--- src/rtl/alu_rr_arbiter_pkg.sv ---
// Shared types and default widths for the round-robin ALU arbiter.
// The WAIT state is only used when ALU_ARB_WAIT_EN is defined.
package alu_arb_pkg;

   localparam int DATA_W_DEF = 32;
   localparam int ALU_OP_W   = 3;

   typedef enum logic [1:0] {
      IDLE = 2'd0,
      EXEC = 2'd1,
      RESP = 2'd2,
      WAIT = 2'd3
   } arb_state_e;

endpackage : alu_arb_pkg

--- src/rtl/alu_rr_arbiter_if.sv ---
// Request, shared-ALU and response channels of the arbiter in one bundle.
// The arbiter uses the slave modport; clients and the ALU use the master modport.
interface alu_rr_arbiter_if
   import alu_arb_pkg::*;
#(
   parameter int NUM_REQ = 4,
   parameter int DATA_W  = DATA_W_DEF,
   parameter int OP_W    = ALU_OP_W,
   parameter int ID_W    = $clog2(NUM_REQ)
) ();

   logic [NUM_REQ-1:0]        req_valid;
   logic [NUM_REQ-1:0]        req_ready;
   logic [NUM_REQ*DATA_W-1:0] req_a;
   logic [NUM_REQ*DATA_W-1:0] req_b;
   logic [NUM_REQ*OP_W-1:0]   req_op;
   logic [NUM_REQ-1:0]        req_cin;

   logic [DATA_W-1:0]         alu_a;
   logic [DATA_W-1:0]         alu_b;
   logic [OP_W-1:0]           alu_op;
   logic                      alu_cin;
   logic [2*DATA_W-1:0]       alu_out;

   logic                      rsp_valid;
   logic                      rsp_ready;
   logic [2*DATA_W-1:0]       rsp_data;
   logic [ID_W-1:0]           rsp_id;

   modport slave (
      input  req_valid, req_a, req_b, req_op, req_cin,
      output req_ready,
      output alu_a, alu_b, alu_op, alu_cin,
      input  alu_out,
      output rsp_valid, rsp_data, rsp_id,
      input  rsp_ready
   );

   modport master (
      output req_valid, req_a, req_b, req_op, req_cin,
      input  req_ready,
      input  alu_a, alu_b, alu_op, alu_cin,
      output alu_out,
      input  rsp_valid, rsp_data, rsp_id,
      output rsp_ready
   );

endinterface : alu_rr_arbiter_if

--- src/rtl/alu_rr_arbiter_rr_pick.sv ---
// Combinational round-robin selector: first set request at or after ptr_i,
// wrapping modulo N. Reusable by any shared-resource arbiter.
module rr_pick #(
   parameter int N  = 4,
   parameter int IW = $clog2(N)
) (
   input  logic [N-1:0]  req_i,
   input  logic [IW-1:0] ptr_i,
   output logic [N-1:0]  grant_o,
   output logic [IW-1:0] idx_o,
   output logic          valid_o
);

   int pos;

   always_comb begin
      // NOTE: every output gets a default first so no path leaves one unassigned (no latch).
      grant_o = '0;
      idx_o   = '0;
      valid_o = 1'b0;
      pos     = 0;
      for (int off = 0; off < N; off++) begin
         pos = int'(ptr_i) + off;
         if (pos >= N) pos = pos - N;
         if (!valid_o && req_i[pos]) begin
            valid_o      = 1'b1;
            grant_o[pos] = 1'b1;
            idx_o        = IW'(pos);
         end
      end
   end

endmodule : rr_pick

--- src/rtl/alu_rr_arbiter.sv ---
// Round-robin arbiter sharing one combinational ALU among NUM_REQ requesters.
// Define ALU_ARB_WAIT_EN to insert a WAIT state before capturing alu_out.
module alu_rr_arbiter
   import alu_arb_pkg::*;
#(
   parameter int NUM_REQ = 4,
   parameter int DATA_W  = DATA_W_DEF,
   parameter int OP_W    = ALU_OP_W,
   parameter int ID_W    = $clog2(NUM_REQ)
) (
   input logic              clk,
   input logic              rst,
   alu_rr_arbiter_if.slave  bus
);

   arb_state_e          state_q;
   logic [ID_W-1:0]     ptr_q, ptr_d;
   logic [DATA_W-1:0]   alu_a_q, alu_b_q;
   logic [OP_W-1:0]     alu_op_q;
   logic                alu_cin_q;
   logic                rsp_valid_q;
   logic [2*DATA_W-1:0] rsp_data_q;
   logic [ID_W-1:0]     rsp_id_q;

   logic [NUM_REQ-1:0]  grant;
   logic [ID_W-1:0]     gidx;
   logic                gvalid;

   rr_pick #(.N(NUM_REQ), .IW(ID_W)) u_pick (
      .req_i   (bus.req_valid),
      .ptr_i   (ptr_q),
      .grant_o (grant),
      .idx_o   (gidx),
      .valid_o (gvalid)
   );

   assign ptr_d = (int'(gidx) == NUM_REQ - 1) ? '0 : gidx + ID_W'(1);

   // Ready is only offered in IDLE, so at most one handshake completes per op.
   assign bus.req_ready = (state_q == IDLE) ? grant : '0;

   always_ff @(posedge clk) begin
      // NOTE: all state uses non-blocking assignments so every register samples pre-edge values.
      if (rst) begin
         state_q     <= IDLE;
         ptr_q       <= '0;
         alu_a_q     <= '0;
         alu_b_q     <= '0;
         alu_op_q    <= '0;
         alu_cin_q   <= 1'b0;
         rsp_valid_q <= 1'b0;
         rsp_data_q  <= '0;
         rsp_id_q    <= '0;
      end else begin
         case (state_q)
            IDLE: begin
               if (gvalid) begin
                  alu_a_q   <= bus.req_a[int'(gidx)*DATA_W +: DATA_W];
                  alu_b_q   <= bus.req_b[int'(gidx)*DATA_W +: DATA_W];
                  alu_op_q  <= bus.req_op[int'(gidx)*OP_W +: OP_W];
                  alu_cin_q <= bus.req_cin[gidx];
                  rsp_id_q  <= gidx;
                  ptr_q     <= ptr_d;
                  state_q   <= EXEC;
               end
            end
`ifdef ALU_ARB_WAIT_EN
            EXEC: state_q <= WAIT;
            WAIT: begin
               rsp_data_q  <= bus.alu_out;
               rsp_valid_q <= 1'b1;
               state_q     <= RESP;
            end
`else
            EXEC: begin
               rsp_data_q  <= bus.alu_out;
               rsp_valid_q <= 1'b1;
               state_q     <= RESP;
            end
`endif
            RESP: begin
               if (bus.rsp_ready) begin
                  rsp_valid_q <= 1'b0;
                  state_q     <= IDLE;
               end
            end
            default: state_q <= IDLE;
         endcase
      end
   end

   assign bus.alu_a     = alu_a_q;
   assign bus.alu_b     = alu_b_q;
   assign bus.alu_op    = alu_op_q;
   assign bus.alu_cin   = alu_cin_q;
   assign bus.rsp_valid = rsp_valid_q;
   assign bus.rsp_data  = rsp_data_q;
   assign bus.rsp_id    = rsp_id_q;

endmodule : alu_rr_arbiter
--- src/flat_wrapper.sv ---
// flat-port wrapper written by rule: the top's interface ports become plain ports
module alu_rr_arbiter_flat import alu_arb_pkg::*;
#(
   parameter int NUM_REQ = 4,
   parameter int DATA_W  = DATA_W_DEF,
   parameter int OP_W    = ALU_OP_W,
   parameter int ID_W    = $clog2(NUM_REQ)
)
  (clk, rst, bus_req_valid, bus_req_a, bus_req_b, bus_req_op, bus_req_cin, bus_req_ready, bus_alu_a, bus_alu_b, bus_alu_op, bus_alu_cin, bus_alu_out, bus_rsp_valid, bus_rsp_data, bus_rsp_id, bus_rsp_ready);
  alu_rr_arbiter_if #(.NUM_REQ(NUM_REQ), .DATA_W(DATA_W), .OP_W(OP_W), .ID_W(ID_W)) bus_i ();
  input logic clk;
  input logic rst;
  input wire logic [$bits(bus_i.req_valid)-1:0] bus_req_valid;
  input wire logic [$bits(bus_i.req_a)-1:0] bus_req_a;
  input wire logic [$bits(bus_i.req_b)-1:0] bus_req_b;
  input wire logic [$bits(bus_i.req_op)-1:0] bus_req_op;
  input wire logic [$bits(bus_i.req_cin)-1:0] bus_req_cin;
  output wire logic [$bits(bus_i.req_ready)-1:0] bus_req_ready;
  output wire logic [$bits(bus_i.alu_a)-1:0] bus_alu_a;
  output wire logic [$bits(bus_i.alu_b)-1:0] bus_alu_b;
  output wire logic [$bits(bus_i.alu_op)-1:0] bus_alu_op;
  output wire logic [$bits(bus_i.alu_cin)-1:0] bus_alu_cin;
  input wire logic [$bits(bus_i.alu_out)-1:0] bus_alu_out;
  output wire logic [$bits(bus_i.rsp_valid)-1:0] bus_rsp_valid;
  output wire logic [$bits(bus_i.rsp_data)-1:0] bus_rsp_data;
  output wire logic [$bits(bus_i.rsp_id)-1:0] bus_rsp_id;
  input wire logic [$bits(bus_i.rsp_ready)-1:0] bus_rsp_ready;
  assign bus_i.req_valid = bus_req_valid;
  assign bus_i.req_a = bus_req_a;
  assign bus_i.req_b = bus_req_b;
  assign bus_i.req_op = bus_req_op;
  assign bus_i.req_cin = bus_req_cin;
  assign bus_req_ready = bus_i.req_ready;
  assign bus_alu_a = bus_i.alu_a;
  assign bus_alu_b = bus_i.alu_b;
  assign bus_alu_op = bus_i.alu_op;
  assign bus_alu_cin = bus_i.alu_cin;
  assign bus_i.alu_out = bus_alu_out;
  assign bus_rsp_valid = bus_i.rsp_valid;
  assign bus_rsp_data = bus_i.rsp_data;
  assign bus_rsp_id = bus_i.rsp_id;
  assign bus_i.rsp_ready = bus_rsp_ready;
  alu_rr_arbiter #(.NUM_REQ(NUM_REQ), .DATA_W(DATA_W), .OP_W(OP_W), .ID_W(ID_W)) u_core (.clk(clk), .rst(rst), .bus(bus_i));
endmodule
--- config.mk ---
export PLATFORM = sky130hd
export DESIGN_NAME = alu_rr_arbiter_flat
export DESIGN_NICKNAME = d
export VERILOG_FILES = /design/src/rtl/alu_rr_arbiter_pkg.sv /design/src/rtl/alu_rr_arbiter_if.sv /design/src/rtl/alu_rr_arbiter_rr_pick.sv /design/src/rtl/alu_rr_arbiter.sv /design/src/flat_wrapper.sv
export SDC_FILE = /design/constraint.sdc
export NUM_CORES = 1
export LEC_CHECK = 0
export ABC_CLOCK_PERIOD_IN_PS = 8550
export CAP_MARGIN = 15
export CORE_AREA = 2 2 186 188
export DETAILED_ROUTE_END_ITERATION = 8
export DIE_AREA = 0 0 188 190
export GPL_TIMING_DRIVEN = 0
export PLACE_DENSITY = 0.61
export SKIP_LAST_GASP = 1
export SLEW_MARGIN = 10
export SYNTH_ARGS = -nofsm -noshare
export SYNTH_HDL_FRONTEND = slang
export SYNTH_SLANG_ARGS = --single-unit
--- constraint.sdc ---
create_clock -name clk -period 8.55 [get_ports clk]
set_clock_uncertainty 0.05 [all_clocks]
set_input_delay 0.855 -clock clk [delete_from_list [all_inputs] [get_ports clk]]
set_output_delay 0.855 -clock clk [all_outputs]
set_load 0.01 [all_outputs]
==> results.yml <==
run_status:
  outcome: "completed"
routing:
  num_vias: 8924
  drtAntennaViolNets: 0
  first_pass_iters: 5
  vias_per_cell: 4.73
  wl_um: 36300
  drc: 0
  wire_per_inst_um: 19.2
  drt_iter0_markers: 330
layout:
  synthToLayoutAreaGrowth_pct: 81.0
  multi_input_area_um2: 4220
  final_cell_area_um2: 13400
  regArea_um2: 2780
  final-instance-count-excl-fill: 1888
  drive_gt1_share_pct: 4.62
  n_fill_cell: 3445
  layout.nets: 1765
timing:
  setup_slack_ns: 3.56
  tightest_slew_ns: 0.858
  hold_violations: 0
  fmax_mhz: 200
  fin_crit_ns: 4.99
  maxSlewViolCount: 0
  fin_tns_setup_ns: 0
  setup_viol: 0
  max-slew-margin-rel_pct: 42.8
  fin_crit_sh_pct: 58.4
  rsz0062_at_grt: "no"
floorplanning:
  dieHeight_um: 190
  ios: 482
  start_util_pct: 21.8
  die_w_um: 188
  dieArea_um2: 35700
  rows: 68
  core_um2: 33900
grt:
  grt_max_degree: 17
  grt_pass1_vias: 8997
  grt_antenna_before_repair: 5
  grt_pass1_wl_um: 53400
  overflow: 0
  grt_use_total_pct: 19.6
worst_setup_path:
  slowest_stage: "mux4_2"
  cpPeakStageDelay_ns: 0.62
  critPathCaptureType: "output port"
  cp.required_ns: 7.65
  critPathKind: "reg2out"
  cp_top_family: "buffers and inverters"
  critPathLaunchType: "flip-flop"
  critical_path_buf_inv_count: 7
  path_max_fanout: 12
  worstPathCellList: "buf_6, buf_2, inv_1, clkbuf_1, ha_1, buf_2, mux4_2, nor2b_4, buf_6, a22oi_1, nor2_1, a221oi_1, nor2_1, clkdlybuf4s50_1"
  arrival_ns: 4.09
cts:
  cts_tree: "done"
  cts-buffers-inserted: 17
  clkLatencyLatePin_ns: 0.43
  cts_max_path_buffers: 2
  ctsHoldBuffers: 0
  clkSinkCount: 139
  post-cts-setup-buffers: 0
  root_buffer: "clkbuf_16"
  cts_max_level: 4
  clk_pin_slew_worst_paths_ns: 0.07
  cts_resized: 0
job:
  maxCapViolCount: 0
logic_synthesis:
  netlist_area_um2: 7390
  synth_adder_area_share_pct: 1.02
  synth_ff_type: "dfxtp_1"
  synth-compound-area-share_pct: 23.0
  synthArstFlopShare_pct: 0
  yosys-mux-area-fraction_pct: 12.7
  postSynthAreaPerCell_um2: 8.04
  syn_nets: 1268
  yosys_warnings: 0
  synth-edff-count: 0
  synth_top_family_by_area: "compound AO/OA/AOI/OAI gates"
  synth-simple-area-share_pct: 20.4
  ys_seq_area_share_pct: 37.7
  syn_inst: 919
  synth_xor_area_share_pct: 0
  synth_seq_cells: 139
  synth_cell_types: 41
placement:
  place.gp.congestion: 0.889
  placed_area_um2: 12700
  dpl.cell_count: 1852
  pre_cts_ws_ns: 3.91
  port_buffers: 477
  dp_hpwl_um: 29000
power:
  p_clk_share_pct: 22.2
  power.internal_w: 0.00219
  p_sw_share_pct: 40.2
  peakVddDrop_uv: 143
  p_sw_w: 0.00147
  powerDensity_nw_per_um2: 273
  p_comb_share_pct: 53.1
  leakagePower_nw: 4.89
  pwr-share-seq_pct: 24.7
hold_path:
  hp-class: "reg2reg"
-- area by class of cell --
| cell class | instances | share of cell area (%) |
|---|---|---|
| Antenna cell | 4 | 0.0748 |
| Sequential cell | 139 | 20.8 |
| Timing Repair Buffer | 478 | 35.8 |
| Clock buffer | 19 | 3.31 |
| Multi-Input combinational cell | 689 | 31.5 |
| Buffer | 86 | 2.75 |
| Tap cell | 455 | 4.26 |
| Inverter | 5 | 0.140 |
| Clock inverter | 13 | 1.36 |
-- path summary, 6_finish.rpt --
check | start | end | slack (ns) | cells past startpoint
hold / removal | u_core.bus.rsp_data[5]$_SDFFE_PP0P_ | u_core.bus.rsp_data[5]$_SDFFE_PP0P_ | 0.40 | 2
setup reg to reg | u_core.ptr_q[0]$_SDFFE_PP0P_ | u_core.ptr_q[0]$_SDFFE_PP0P_ | 3.95 | 16
hold reg to reg | u_core.bus.rsp_data[5]$_SDFFE_PP0P_ | u_core.bus.rsp_data[5]$_SDFFE_PP0P_ | 0.40 | 2
setup / recovery | u_core.ptr_q[0]$_SDFFE_PP0P_ | bus_req_ready[1] | 3.56 | 14
-- routing by layer --
metal,up-vias,global-route usage [%],wire length [µm]
li1,4319,-,-
met1,4189,22.0,14500
met2,374,35.7,18500
met3,42,5.13,2380
met4,0,6.75,841
met5,-,0,0
-- synth_stat cells (2+ instances only) --
cell | number | share of area (%)
inv_1 | 4 | 0.20
nor2_1 | 36 | 1.8
dfxtp_1 | 139 | 38
clkbuf_1 | 58 | 2.9
a211oi_1 | 2 | 0.20
nand4_1 | 14 | 1.2
buf_2 | 18 | 1.2
nor3_1 | 15 | 1.0
buf_1 | 7 | 0.36
nand2b_1 | 5 | 0.42
nand2_1 | 238 | 12
nor2b_1 | 2 | 0.17
mux2_2 | 2 | 0.30
mux2i_1 | 87 | 12
o221a_2 | 3 | 0.46
a21oi_1 | 70 | 4.7
a32o_1 | 26 | 3.5
o221a_1 | 10 | 1.5
o211ai_1 | 59 | 6.0
a221o_1 | 13 | 1.8
a221oi_1 | 4 | 0.47
o22ai_1 | 14 | 1.2
mux4_2 | 2 | 0.61
a22oi_1 | 4 | 0.41
a32oi_1 | 2 | 0.24
buf_6 | 3 | 0.46
o21ai_0 | 32 | 2.2
ha_1 | 6 | 1.0
or3_1 | 32 | 2.7
-- power by group through the flow --
stage / combinational [W] / sequential, W / clock [W]
5_1_grt: 0.00211 / 0.000924 / 0.000862
3_5_place_dp: 0.00195 / 0.000914 / 0
2_1_floorplan: 0.00101 / 0.000974 / 0
6_report: 0.00194 / 0.000904 / 0.000810
4_1_cts: 0.00196 / 0.000904 / 0.000831
3_3_place_gp: 0.00194 / 0.000911 / 0
-- worst min-delay path, delay by kind of cell (launching register included) --
family,cells,cell delay (ns)
flops,1,0.31
simple gates,1,0.05
compound gates,1,0.05
-- stage by stage --
stage | hold WS (ns) | util [%] | power [W]
after floorplan | 0.431 | - | 0.00198
after detailed placement | 0.397 | 37.5 | 0.00287
after CTS | 0.406 | 39.4 | 0.00370
final | 0.405 | 39.4 | 0.00365
after global placement | 0.392 | 37.5 | 0.00285
after global routing | 0.427 | 39.4 | 0.00389
-- flip-flops by register name, indices dropped and copies added (netlist names) --
| signal | cells |
|---|---|
| u_core.bus.alu_a | 32 |
| u_core.bus.alu_b | 32 |
| u_core.bus.alu_cin | 1 |
| u_core.bus.alu_op | 3 |
| u_core.bus.rsp_data | 64 |
| u_core.bus.rsp_id | 2 |
| u_core.bus.rsp_valid | 1 |
| u_core.ptr_q | 2 |
| u_core.state_q | 2 |
-- layout by cell type, fill, tap and decap left out, types with 5 or more instances in the layout --
master and count:
o221a_1 10, clkbuf_1 59, o21ai_0 32, nor2_1 36, dfxtp_1 139, ha_1 6
buf_2 18, a32o_1 26, nand2_1 238, clkbuf_16 17, o22ai_1 14, o211ai_1 59
a21oi_1 70, nand4_1 14, nand2b_1 5, buf_1 7, nor3_1 15, clkdlybuf4s50_1 477
mux2i_1 87, a221o_1 13, or3_1 32
-- kinds of logic (layout without fill, tap and decap cells) --
group	count (synthesis)	in the layout
other	0	4
muxes	91	91
DFF	139	139
buffers and inverters	91	601
AOI/OAI and AO/OA	242	242
adders and majority gates	6	6
and+or+nand+nor	350	350
No activity file was read; power rests on OpenSTA's default activity.
